`config.mk`:
```
export PLATFORM = sky130hd
export DESIGN_NAME = sprite_blitter
export DESIGN_NICKNAME = d
export VERILOG_FILES = /design/src/rtl/sprite_blitter.sv
export SDC_FILE = /design/constraint.sdc
export NUM_CORES = 1
export LEC_CHECK = 0
export BUFFER_PORTS_ARGS = -buffer_cell sky130_fd_sc_hd__buf_2
export CAP_MARGIN = 20
export CORE_ASPECT_RATIO = 1.5
export CORE_MARGIN = 2
export CORE_UTILIZATION = 42
export DETAILED_ROUTE_END_ITERATION = 6
export SETUP_SLACK_MARGIN = 0.3
export SLEW_MARGIN = 30
export SYNTH_ARGS = -nofsm -noshare
export SYNTH_HDL_FRONTEND = slang
export SYNTH_SLANG_ARGS = --single-unit
```
`constraint.sdc`:
```
create_clock -name Clk -period 6.38 [get_ports Clk]
set_input_delay 1.595 -clock Clk [delete_from_list [all_inputs] [get_ports Clk]]
set_output_delay 1.595 -clock Clk [all_outputs]
set_load 0.02 [all_outputs]
```
`src/rtl/sprite_blitter.sv`:
```
// Sprite blitter: streams a sprite from ROM into the framebuffer write port
// at (pos_x,pos_y), dropping transparent and off-screen pixels.
//
// Ports:
//   Clk, Reset         clock, synchronous active-high reset
//   start, pos_x/pos_y copy request and sprite top-left position
//   rom_addr/rom_data  sprite ROM read port (1-cycle read latency)
//   fb_we/fb_addr/     framebuffer write port (registered)
//   fb_data
//   busy, done         copy in progress / one-cycle completion pulse
module sprite_blitter #(
  parameter int          SPR_W  = 40,
  parameter int          SPR_H  = 40,
  parameter int          FB_W   = 640,
  parameter int          FB_H   = 480,
  parameter int          SRC_AW = 16,
  parameter logic [3:0]  TRANSP = 4'h0
) (
  input  logic              Clk,
  input  logic              Reset,
  input  logic              start,
  input  logic [9:0]        pos_x,
  input  logic [9:0]        pos_y,
  output logic [SRC_AW-1:0] rom_addr,
  input  logic [3:0]        rom_data,
  output logic              fb_we,
  output logic [18:0]       fb_addr,
  output logic [3:0]        fb_data,
  output logic              busy,
  output logic              done
);

  localparam int CW = (SPR_W > 1) ? $clog2(SPR_W) : 1;
  localparam int RW = (SPR_H > 1) ? $clog2(SPR_H) : 1;

  typedef enum logic [1:0] {
    IDLE,
    FETCH,
    DRAIN,
    FINISH
  } state_t;

  state_t            state_q, state_d;
  logic              drn_q, drn_d;
  logic [SRC_AW-1:0] rom_addr_q, rom_addr_d;
  logic [CW-1:0]     col_q, col_d;
  logic [RW-1:0]     row_q, row_d;
  logic [9:0]        pos_x_q, pos_x_d;
  logic [9:0]        pos_y_q, pos_y_d;

  // Position of the pixel whose ROM data arrives this cycle.
  logic              vb_q, vb_d;
  logic [CW-1:0]     col_b_q, col_b_d;
  logic [RW-1:0]     row_b_q, row_b_d;

  logic              fb_we_q, fb_we_d;
  logic [18:0]       fb_addr_q, fb_addr_d;
  logic [3:0]        fb_data_q, fb_data_d;

  logic              last;
  logic [10:0]       sx, sy;
  logic              vis;
  logic [18:0]       lin;

  assign last = (col_q == CW'(SPR_W - 1))
             && (row_q == RW'(SPR_H - 1));

  always_comb begin
    state_d    = state_q;
    drn_d      = drn_q;
    rom_addr_d = rom_addr_q;
    col_d      = col_q;
    row_d      = row_q;
    pos_x_d    = pos_x_q;
    pos_y_d    = pos_y_q;
    unique case (state_q)
      IDLE: begin
        if (start) begin
          state_d    = FETCH;
          rom_addr_d = '0;
          col_d      = '0;
          row_d      = '0;
          pos_x_d    = pos_x;
          pos_y_d    = pos_y;
        end
      end
      FETCH: begin
        if (last) begin
          state_d    = DRAIN;
          drn_d      = 1'b0;
          rom_addr_d = '0;
        end else begin
          rom_addr_d = rom_addr_q + SRC_AW'(1);
          if (col_q == CW'(SPR_W - 1)) begin
            col_d = '0;
            row_d = row_q + RW'(1);
          end else begin
            col_d = col_q + CW'(1);
          end
        end
      end
      DRAIN: begin
        if (drn_q) state_d = FINISH;
        else       drn_d   = 1'b1;
      end
      FINISH: state_d = IDLE;
      default: state_d = IDLE;
    endcase
  end

  assign vb_d    = (state_q == FETCH);
  assign col_b_d = col_q;
  assign row_b_d = row_q;

  // 11-bit sums so a sprite hanging past the edge is clipped, not wrapped.
  assign sx  = {1'b0, pos_x_q} + 11'(col_b_q);
  assign sy  = {1'b0, pos_y_q} + 11'(row_b_q);
  assign lin = 19'(sy) * 19'(FB_W) + 19'(sx);
  assign vis = (rom_data != TRANSP)
            && (sx < 11'(FB_W))
            && (sy < 11'(FB_H));

  always_comb begin
    fb_we_d   = vb_q && vis;
    fb_addr_d = fb_addr_q;
    fb_data_d = fb_data_q;
    if (vb_q) begin
      fb_addr_d = lin;
      fb_data_d = rom_data;
    end
  end

  always_ff @(posedge Clk) begin
    if (Reset) begin
      state_q    <= IDLE;
      drn_q      <= 1'b0;
      rom_addr_q <= '0;
      col_q      <= '0;
      row_q      <= '0;
      pos_x_q    <= '0;
      pos_y_q    <= '0;
      vb_q       <= 1'b0;
      col_b_q    <= '0;
      row_b_q    <= '0;
      fb_we_q    <= 1'b0;
      fb_addr_q  <= '0;
      fb_data_q  <= '0;
    end else begin
      state_q    <= state_d;
      drn_q      <= drn_d;
      rom_addr_q <= rom_addr_d;
      col_q      <= col_d;
      row_q      <= row_d;
      pos_x_q    <= pos_x_d;
      pos_y_q    <= pos_y_d;
      vb_q       <= vb_d;
      col_b_q    <= col_b_d;
      row_b_q    <= row_b_d;
      fb_we_q    <= fb_we_d;
      fb_addr_q  <= fb_addr_d;
      fb_data_q  <= fb_data_d;
    end
  end

  assign rom_addr = rom_addr_q;
  assign fb_we    = fb_we_q;
  assign fb_addr  = fb_addr_q;
  assign fb_data  = fb_data_q;
  assign busy     = (state_q == FETCH) || (state_q == DRAIN);
  assign done     = (state_q == FINISH);

endmodule

```
======== Word-level counts from Yosys, hierarchy flattened ========
Index checks and enable logic that the tools add are counted.
storage, ports and cells
  bits in registers ....................... 88
  input bits .............................. 27
  word-level logic and storage cells ...... 63
cells by class
  add/subtract/negate cells ............... 6
  multipliers ............................. 1
  order comparisons ....................... 2
  eq/ne operators ......................... 10
  multiplexer cells ....................... 16
  reductions and logical operators ........ 15
operators by type and width
  kind                                                                            number
  16-bit two-way mux                                                              2
  16-bit case mux with 2 select lines                                             1
  6-bit two-way mux                                                               5
  6-bit case mux with 2 select lines                                              2
  10-bit by 6-bit adder with 11-bit output                                        2
  19-bit by 11-bit adder with 19-bit output                                       1
  16-bit by 1-bit adder with 16-bit output, second input constant                 1
  6-bit by 1-bit adder with 6-bit output, second input constant                   2
  6-bit equality test, second input constant                                      2
  11-bit by 3-bit multiplier with 12-bit output, second input constant            1
  11-bit by 10-bit less-than comparator with 1-bit output, second input constant  1
  11-bit by 9-bit less-than comparator with 1-bit output, second input constant   1
  2-bit case mux with 4 select lines                                              1
  2-bit two-way mux                                                               3
  2-bit inequality test, second input constant                                    3
  2-bit AND reduction                                                             3
  3-bit AND reduction                                                             2
  2-bit equality test, second input constant                                      2
  1-bit logical AND                                                               4
  2-bit by 1-bit inequality test with 1-bit output, second input constant         2
  4-bit AND reduction                                                             1
  2-bit nonzero test                                                              2
  4-bit nonzero test                                                              1
  2-bit by 1-bit equality test with 1-bit output, second input constant           1
  other kinds (4)                                                                 4

======== Depth between registers and ports, before layout ========
  depth in word-level cells ............... 5
  gate-level depth with buffers ........... 18
  depth with buffers taken out ............ 18

======== Worst setup path before layout ========
No wires, ideal clock.
  path kind ............................... register to register
  from .................................... register pos_y_q[0]
  to ...................................... register fb_addr_q[18] (netlist: fb_addr[18])
  setup time .............................. 0.079 ns
  arrival ................................. 3.896 ns
  required time ........................... 6.301 ns
  slack ................................... 2.405 ns
  cell stages (with the launch flop) ...... 19
  path through ............................ dfxtp_1 -> ha_1 -> inv_1 -> fa_1 -> nor2b_1 -> o21ai_0 -> a21boi_1 -> o21a_1 -> or2_2 -> xor2_1 -> ha_1 -> ha_1 -> a21o_1 -> a21oi_2 -> a21boi_2 -> o311a_4 -> nor4_4 -> xnor3_1 -> a211oi_2
on the way
  longest elaborated chain between the ends .. 3
RTL lines
  item                                           RTL line  RTL
  start, declared                                49        logic [9:0] pos_y_q, pos_y_d;
  start signal, assigned                         155       pos_y_q <= pos_y_d;
  10-bit by 6-bit adder with 11-bit output       117       assign sy = {1'b0, pos_y_q} + 11'(row_b_q);
  11-bit by 3-bit multiplier with 12-bit output  118       assign lin = 19'(sy) * 19'(FB_W) + 19'(sx);
  19-bit by 11-bit adder with 19-bit output      118
  end signal, assigned                           160       fb_addr_q <= fb_addr_d;
  end, declared                                  57        logic [18:0] fb_addr_q, fb_addr_d;
No other way between the ends.
A chain may end at the register's enable or synchronous reset.

======== Worst setup path in the final report ========
Same ends and word-level chain as after synthesis.

==> results.sh <==
export IMPL_status="completed"
export IMPL_cts_sinks=88
export IMPL_path_common_cell="ha_1"
export IMPL_start_kind="flip-flop"
export IMPL_combinationalPowerShare=0.329
export IMPL_via_per_inst=4.97
export IMPL_crit_required_ps=6640
export IMPL_synth_edf_count=0
export IMPL_end_kind="flip-flop"
export IMPL_cap_viol_max_count=0
export IMPL_synth_seq_cells=88
export IMPL_register_area_mm2=0.00176
export IMPL_hpwl_mm=7.60
export IMPL_die_w_um=90.5
export IMPL_rsz0062_at_grt="no"
export IMPL_layout_commonest_cell="dfxtp_1"
export IMPL_crit_type="flip-flop to flip-flop"
export IMPL_multi_input_area_mm2=0.00278
export IMPL_synth_compound_area_share=0.129
export IMPL_grt_usage=0.172
export IMPL_critPathArrivalTime_ps=4520
export IMPL_seq_area_frac_synth=0.373
export IMPL_power_share_clock=0.280
export IMPL_yosys_most_used_dff="dfxtp_1"
export IMPL_cts_setup_buffers=0
export IMPL_period_needed_ps=4250
export IMPL_routed_wl_mm=9.87
export IMPL_die_area_mm2=0.0121
export IMPL_wire_per_inst_um=12.9
export IMPL_firstDrtPassIters=4
export IMPL_drive_gt1_frac=0.154
export IMPL_finalNetCount=680
export IMPL_vdd_drop_max_mv=0.293
export IMPL_slowest_delay_ps=390
export IMPL_h_tree_depth=3
export IMPL_postCtsResizedCells=0
export IMPL_die_h_um=134
export IMPL_synth_simple_area_share=0.215
export IMPL_cts_root_buf="clkbuf_16"
export IMPL_final_util=0.496
export IMPL_syn_avg_cell_area_um2=8.55
export IMPL_netlist_area_mm2=0.00472
export IMPL_skew_ps=6.39
export IMPL_gp_congestion=0.818
export IMPL_synthCells=552
export IMPL_p_leak_nw=2.39
export IMPL_synthDistinctLibCells=53
export IMPL_crit_family="compound AO/OA/AOI/OAI gates"
export IMPL_n_fill_cell=1083
export IMPL_grt_pass1_wl_mm=16.9
export IMPL_final_setup_viol_count=0
export IMPL_p_switching_uw=623
export IMPL_dpl_cell_area_mm2=0.00518
export IMPL_numCtsBuffers=9
export IMPL_initial_core_util=0.429
export IMPL_p_per_area_mw_per_mm2=317
export IMPL_p_int_mw=1.11
export IMPL_synth_xor_xnor_area_share=0.0976
export IMPL_area_growth_synth_to_final_pct=15.5
export IMPL_maxSlewViolCount=0
export IMPL_fmax_mhz=235
export IMPL_grt_ovfl_total=0
export IMPL_synth_fa_ha_area_frac=0.115
export IMPL_cp_max_fo=4
export IMPL_via_count=3797
export IMPL_hold_class="flip-flop to flip-flop"
export IMPL_setup_tns_ps=0
export IMPL_synth_top_cell_area_share=0.373
export IMPL_diodes=0
export IMPL_sw_frac_of_total=0.360
export IMPL_drtIter0Drc=112
export IMPL_slowest_stage="fa_1"
export IMPL_path_buf_inv=1
export IMPL_cts_clk_slew_worst_paths_ps=60
export IMPL_tightest_slew_ps=801
export IMPL_rows=47
export IMPL_hold_viol_final=0
export IMPL_num_io_pins=69
export IMPL_first_global_vias=3744
export IMPL_async_reset_ff_frac=0
export IMPL_layout_common_cells="dfxtp_1 (88), nor2_1 (71), buf_2 (68)"
export IMPL_fin_crit_sh=0.666
export IMPL_antenna_left=0
export IMPL_postCtsHoldBufs=0
export IMPL_clock_path_buffers=2
export IMPL_cts_tree="done"
export IMPL_maxSlewHeadroom=0.462
export IMPL_synth_top_family_by_area="simple AND/OR/NAND/NOR gates"
export IMPL_fin_area_mm2=0.00545
export IMPL_synth_nets=620
export IMPL_drcViolationCount=0
export IMPL_synth_top_cell_by_area="dfxtp_1"
export IMPL_grt_max_degree=37
export IMPL_core_mm2=0.0110
export IMPL_pwr_share_seq=0.391
export IMPL_yosys_warnings=0
export IMPL_synth_area_leaders="dfxtp_1 (37%), ha_1 (9.8%), nor2_1 (5.6%), xor2_1 (5.4%), nand2_1 (5.0%)"
export IMPL_port_buffers=68
export IMPL_clk_latency_ps=340
export IMPL_synth_mux_area_frac=0.0324
export IMPL_antenna_found_initial=1
export IMPL_cp_cell_sequence="ha_1, inv_1, fa_1, nor2b_1, o21ai_0, a21boi_1, o21a_1, or2_2, xor2_1, ha_1, ha_1, a21o_1, a21oi_2, a21boi_2, o311a_4, nor4_4, xnor3_1, a211oi_2"
cell usage after synthesis, types with 11 or more instances:
cell       n
nor2_1    71
ha_1      37
a21oi_1   40
nor2b_1   19
clkbuf_1  16
dfxtp_1   88
and3_1    12
nand3_1   11
xnor2_1   21
nand2_1   63
xor2_1    29
mux2i_1   13
o21ai_0   16
inv_1     24
worst min-delay path, cell delays in order (launching register included):
cell	delay [ps]
dfxtp_1	310
nand2_1	50
a21oi_1	50
cell families (layout without fill, tap and decap cells):
group	after synthesis	count (layout)
buffers and inverters	46	111
DFF	88	88
AOI/OAI and AO/OA	96	96
and+or+nand+nor	215	215
adders and majority gates	41	41
muxes	15	15
xor gates and xnor gates	51	51
state kept, by name, summed over array words and instances, names as in the netlist:
| signal | count |
|---|---|
| col_b_d | 6 |
| col_b_q | 6 |
| drn_q | 1 |
| fb_addr | 19 |
| fb_data | 4 |
| fb_we | 1 |
| pos_x_q | 10 |
| pos_y_q | 10 |
| rom_addr | 16 |
| row_b_d | 6 |
| row_b_q | 6 |
| state_q | 2 |
| vb_q | 1 |
metal layers:
| metal | wire length (um) | global-route usage | vias to the layer above | share of wire |
|---|---|---|---|---|
| met5 | 13 | 0 | - | 0.0013 |
| met4 | 282 | 0.0829 | 2 | 0.029 |
| met3 | 386 | 0.0427 | 24 | 0.039 |
| met2 | 5120 | 0.311 | 63 | 0.52 |
| met1 | 4070 | 0.186 | 1714 | 0.41 |
| li1 | - | - | 1994 | - |
power by group through the flow:
stage          Combinational (mW)  Sequential (mW)  Clock (mW)
2_1_floorplan               0.415            0.706           0
3_3_place_gp                0.564            0.686           0
3_5_place_dp                0.573            0.688           0
4_1_cts                     0.579            0.676       0.502
5_1_grt                     0.640            0.687       0.529
6_report                    0.569            0.675       0.485
final cells by class:
cell class	count	share of cell area
Clock buffer	10	0.0420
Clock inverter	6	0.00826
Inverter	25	0.0172
Multi-Input combinational cell	418	0.510
Sequential cell	88	0.323
Tap cell	147	0.0337
Timing Repair Buffer	70	0.0652
metrics by stage:
stage	worst slack [ps]	power, mW	hold WS, ps	cells
2_1_floorplan	2400	1.12	441	552
3_3_place_gp	2210	1.25	449	748
3_5_place_dp	2120	1.26	451	748
4_1_cts	2100	1.76	461	764
5_1_grt	1760	1.85	488	764
6_report	2130	1.73	460	764
final timing paths:
kind	from	end	slack [ps]	depth (start not counted)
setup / recovery	pos_y_q[0]$_SDFFE_PP0P_	fb_addr[18]$_SDFFE_PP0P_	2130	18
hold reg to reg	pos_x_q[5]$_SDFFE_PP0P_	pos_x_q[5]$_SDFFE_PP0P_	460	2
setup reg to reg	pos_y_q[0]$_SDFFE_PP0P_	fb_addr[18]$_SDFFE_PP0P_	2130	18
hold / removal	pos_x_q[5]$_SDFFE_PP0P_	pos_x_q[5]$_SDFFE_PP0P_	460	2
No activity file was read; power rests on OpenSTA's default activity.
